File: config.mk
export PLATFORM = sky130hd
export DESIGN_NAME = pipe_prefetch_buffer
export DESIGN_NICKNAME = d
export VERILOG_FILES = /design/src/rtl/pipe_prefetch_buffer.sv
export SDC_FILE = /design/constraint.sdc
export NUM_CORES = 1
export LEC_CHECK = 0
export CORE_MARGIN = 1
export CORE_UTILIZATION = 36
export CTS_BUF_LIST = sky130_fd_sc_hd__clkbuf_4 sky130_fd_sc_hd__clkbuf_8
export DETAILED_ROUTE_END_ITERATION = 16
export DONT_BUFFER_PORTS = 1
export PLACE_DENSITY_LB_ADDON = 0.15
export SLEW_MARGIN = 20
export SYNTH_ARGS = -nofsm -noshare
export SYNTH_HDL_FRONTEND = slang
export SYNTH_SLANG_ARGS = --single-unit
File: constraint.sdc
create_clock -name clk -period 3 [get_ports clk]
set_input_delay 0.75 -clock clk [delete_from_list [all_inputs] [get_ports clk]]
set_output_delay 0.75 -clock clk [all_outputs]
set_load 0.02 [all_outputs]
File: src/rtl/pipe_prefetch_buffer.sv
// Instruction prefetch queue sitting between instruction memory and ID.
// Fetches sequential words ahead of decode, buffers up to DEPTH {pc, inst}
// pairs, presents the head entry to ID and flushes on a branch/jump redirect.
module pipe_prefetch_buffer #(
    parameter int          DEPTH    = 4,
    parameter logic [31:0] RESET_PC = 32'h0000_0000
) (
    input  logic        clk,
    input  logic        clrn,
    output logic        imem_req,
    output logic [31:0] imem_addr,
    input  logic        imem_ack,
    input  logic [31:0] imem_rdata,
    input  logic        wip,
    input  logic        redirect,
    input  logic [31:0] redirect_pc,
    output logic [31:0] inst,
    output logic [31:0] pc,
    output logic        valid
);
    localparam int               PTR_W    = (DEPTH > 1) ? $clog2(DEPTH) : 1;
    localparam int               CNT_W    = $clog2(DEPTH + 1);
    localparam logic [CNT_W-1:0] FULL_CNT = CNT_W'(DEPTH);
    localparam logic [CNT_W-1:0] CNT_ONE  = CNT_W'(1);
    localparam logic [PTR_W-1:0] PTR_ONE  = PTR_W'(1);

    logic [31:0]      r_fetch_pc;
    logic [PTR_W-1:0] r_rd_ptr;
    logic [PTR_W-1:0] r_wr_ptr;
    logic [CNT_W-1:0] r_count;
    logic [31:0]      r_mem_pc   [DEPTH];
    logic [31:0]      r_mem_inst [DEPTH];

    logic w_full;
    logic w_push;
    logic w_pop;

    // Handshake and queue-occupancy decode; redirect masks the request so a
    // flush cycle never pushes a stale-stream word.
    always_comb begin
        w_full    = (r_count == FULL_CNT);
        valid     = (r_count != '0);
        imem_req  = ~w_full & ~redirect;
        imem_addr = r_fetch_pc;
        w_push    = imem_req & imem_ack;
        w_pop     = wip & valid;
        inst      = valid ? r_mem_inst[r_rd_ptr] : 32'h0;
        pc        = valid ? r_mem_pc[r_rd_ptr]   : r_fetch_pc;
    end

    // Control state: fetch address, pointers and occupancy; redirect wins
    // over any push or pop in the same cycle.
    always_ff @(posedge clk or negedge clrn) begin
        if (!clrn) begin
            r_fetch_pc <= RESET_PC;
            r_rd_ptr   <= '0;
            r_wr_ptr   <= '0;
            r_count    <= '0;
        end else if (redirect) begin
            r_fetch_pc <= {redirect_pc[31:2], 2'b00};
            r_rd_ptr   <= '0;
            r_wr_ptr   <= '0;
            r_count    <= '0;
        end else begin
            if (w_push) begin
                r_wr_ptr   <= r_wr_ptr + PTR_ONE;
                r_fetch_pc <= r_fetch_pc + 32'd4;
            end
            if (w_pop) begin
                r_rd_ptr <= r_rd_ptr + PTR_ONE;
            end
            case ({w_push, w_pop})
                2'b10:   r_count <= r_count + CNT_ONE;
                2'b01:   r_count <= r_count - CNT_ONE;
                default: r_count <= r_count;
            endcase
        end
    end

    // Entry storage is not reset; only entries below count are ever observed.
    always_ff @(posedge clk) begin
        if (w_push) begin
            r_mem_pc[r_wr_ptr]   <= r_fetch_pc;
            r_mem_inst[r_wr_ptr] <= imem_rdata;
        end
    end
endmodule

==> impl_metrics.yaml <==
status:
  status: "complete, no violations"
critical_path:
  rr_worst_depth: 5
  endpoint: "pc[3]"
  timing_worst_setup_path_type: "flip-flop to output pin"
  cp-end-kind: "output pin"
  r2r_end: "imem_addr[28]$_DFFE_PN0N_"
  critPathLaunchType: "flip-flop"
  slowest_stage: "or3_4"
  crit_chain: "or3_4 -> buf_8 -> mux2_2"
  cp.arrival_ns: 2.19
  r2r_start: "imem_addr[9]$_DFFE_PN0N_"
  max_stage_delay_ns: 0.54
  crit_required_ns: 2.25
  crit_start: "r_count[2]$_DFFE_PN0P_"
  r2r_slack_ns: 0.66
  crit_fanout: 16
final_layout:
  drive_gt1_frac: 0.301
  postLayoutCoreUtil: 0.431
  finish.net_count: 804
  area_growth_pct: 16.3
timing:
  fmaxAchievable_ghz: 0.341
  skew_ns: 0.0398
  layout_setup_ws_ns: 0.0646
  slew_violations: 0
  fin_crit_sh: 0.978
  timing.slew.headroom: 0.536
  final_hold_viol_count: 0
  finalCriticalPeriod_ns: 2.94
  rsz0062_at_grt: "true"
  finalSetupViolCount: 0
  worst_pin_slew_ns: 0.690
worst_hold_path:
  hp-class: "input pin to flip-flop"
  hold_depth: 1
place:
  place_congestion: 0.766
  pre_cts_ws_ns: 0.430
  hpwl_um: 17200
  io_buffers: 0
route:
  vias: 6313
  viasPerCell: 5.29
  drt_iter0_drc: 270
  wl_per_cell_um: 23.4
  routed_wirelength_um: 27900
  drtPass1Iterations: 6
  drc: 0
  antenna_left: 0
synth:
  synth.top_cell.area_share: 0.630
  postSynthCellCount: 665
  synth_top_area_cell: "edfxtp_1"
  async_flop_share: 0.130
  avgSynthCellArea_um2: 17.8
  ys_warn_count: 0
  synth_edf_count: 248
  yosys.cell_types.count: 57
  ys_ff_latch: 285
  netlist_area_um2: 11800
  ys_seq_area_frac: 0.709
  yosys_most_used_dff: "edfxtp_1"
  synth_area_leaders: "edfxtp_1 (63%), mux4_2 (12%), dfrtp_1 (7.8%)"
floorplanning:
  core_um2: 31900
  die-area_um2: 33500
  pin_count: 167
  fp-row-count: 65
  die_h_um: 183
  start_util: 0.371
  die_x_um: 183
pwr:
  switching_power_mw: 4.14
  intPower_mw: 8.06
  ir_drop_mv: 0.366
  pwr-share-clk: 0.263
  seqPwrFrac: 0.417
  pwr-share-comb: 0.321
  swShare: 0.339
  p_leak_nw: 4.56
  p_per_area_nw_per_um2: 888
global_routing:
  grt_max_degree: 44
  grt_pass1_wl_um: 42400
  antenna_found_initial: 1
  grt-ovfl-total: 0
  grt_usage: 0.170
  grt_pass1_vias: 6683
clock_network:
  cts-root-buf: "clkbuf_8"
  cts_sinks: 285
  cts_inserted_buffers: 49
  cts.path.max_buffers: 3
  cts_tree: "done"
  clk-insertion-delay-late_ns: 0.57
  htree_levels: 2
  clk_pin_slew_ns: 0.06
flow_run:
  cap_violations: 0
## worst min path at each step
stage	startpoint	end	slack, ns
3_5_place_dp	clrn	imem_addr[19]$_DFFE_PN0N_	0.46
6_report	redirect	r_count[2]$_DFFE_PN0P_	0.25
3_3_place_gp	clrn	imem_addr[21]$_DFFE_PN0N_	0.46
4_1_cts	redirect	r_rd_ptr[1]$_DFFE_PN0P_	0.20
2_1_floorplan	clrn	imem_addr[10]$_DFFE_PN0N_	0.45
5_1_grt	redirect	r_rd_ptr[1]$_DFFE_PN0P_	0.22
## state kept, by name (all words and copies together) (netlist names)
register	count
imem_addr	30
r_mem_pc	120
r_count	3
r_rd_ptr	2
r_mem_inst	128
r_wr_ptr	2
## synth_stat cells, types with 2 or more instances
master,number
a21oi_1,3
nand4_1,5
a31oi_1,5
nor3b_1,2
a221o_1,6
nand4b_1,2
mux2_2,27
nor2_1,25
a22oi_1,3
and3_1,14
mux4_2,62
edfxtp_1,248
xor2_1,3
nand3_1,23
dfrtp_1,37
a32oi_1,2
nand2_1,33
o31a_1,2
clkbuf_1,20
inv_1,6
or3_1,2
o21ai_0,17
nor3_1,4
or4_1,3
buf_4,6
o211ai_1,9
buf_1,2
and4_1,2
xnor2_1,3
nor4_1,2
ha_1,5
o31ai_1,4
and2_1,35
mux2i_1,3
o21ai_1,2
o311ai_0,6
buf_2,12
## area by class of cell
class	count	area [um^2]
Inverter	6	22.5
Timing Repair Buffer	49	586
Fill cell	2890	18100
Multi-Input combinational cell	338	3320
Tap cell	435	544
Antenna cell	1	2.50
Clock buffer	66	815
Sequential cell	285	8380
Clock inverter	14	61.3
## repair_timing
action	CTS	global route
setup endpoints to repair	53	19
resized for setup	9	12
setup buffers	5	3
gates cloned	2	0
endpoints found under the hold margin	37	0
hold buffers	2	0
pin swaps	1	0
## cells by family after synthesis
| logic type | share of synthesized area |
|---|---|
| other cells | 0.000317 |
| buf+inv | 0.0187 |
| compound gates | 0.0393 |
| xor+xnor | 0.00445 |
| mux | 0.146 |
| fa+ha+maj | 0.00699 |
| flops | 0.709 |
| simple gates | 0.0749 |
## power by group through the flow
stage / sequential (mW) / clock (mW) / combinational (mW)
2_1_floorplan: 5.09 / 0 / 2.74
3_3_place_gp: 5.15 / 0 / 3.66
3_5_place_dp: 5.18 / 0 / 3.68
4_1_cts: 5.10 / 3.34 / 3.88
5_1_grt: 5.13 / 3.48 / 4.21
6_report: 5.08 / 3.21 / 3.91
## metrics by stage
stage          instances  total power, mW  setup TNS, ns  hold slack (ns)  cell area, um^2
3_5_place_dp        1101             8.86              0            0.456            12700
5_1_grt             1193             12.8         -0.111            0.218            13700
3_3_place_gp        1101             8.81              0            0.456            12700
6_report            1194             12.2              0            0.251            13700
2_1_floorplan        668             7.84              0            0.454            11800
4_1_cts             1190             12.3        -0.0121            0.198            13700
## cell usage in the layout (no fill, tap or decap), types with 6 or more instances in the layout
cell	synthesis	routed
mux4_2	62	62
buf_4	6	29
edfxtp_1	248	248
mux2_4	0	11
clkinv_1	0	9
a221o_1	6	6
o311ai_0	6	6
nor2_1	25	25
inv_1	6	6
o211ai_1	9	9
o21ai_0	17	16
and2_1	35	35
clkbuf_4	0	15
nand3_1	23	23
and3_1	14	10
buf_12	0	16
clkbuf_8	0	51
mux2_2	27	16
dfrtp_1	37	32
nand2_1	33	33
## layer usage
layer / routed length (um) / GRT usage / vias up
met3: 2390 / 0.0586 / 48
met2: 13100 / 0.273 / 212
met5: 0 / 0 / -
met4: 528 / 0.0490 / 0
li1: - / - / 2807
met1: 11900 / 0.219 / 3246
## worst max-delay path: cells and delay by family, from the launching register on
family,cells,cell delay (ns)
buf+inv,1,0.21
flops,1,0.49
simple gates,1,0.54
mux,1,0.37
No activity file was read; power rests on OpenSTA's default activity.
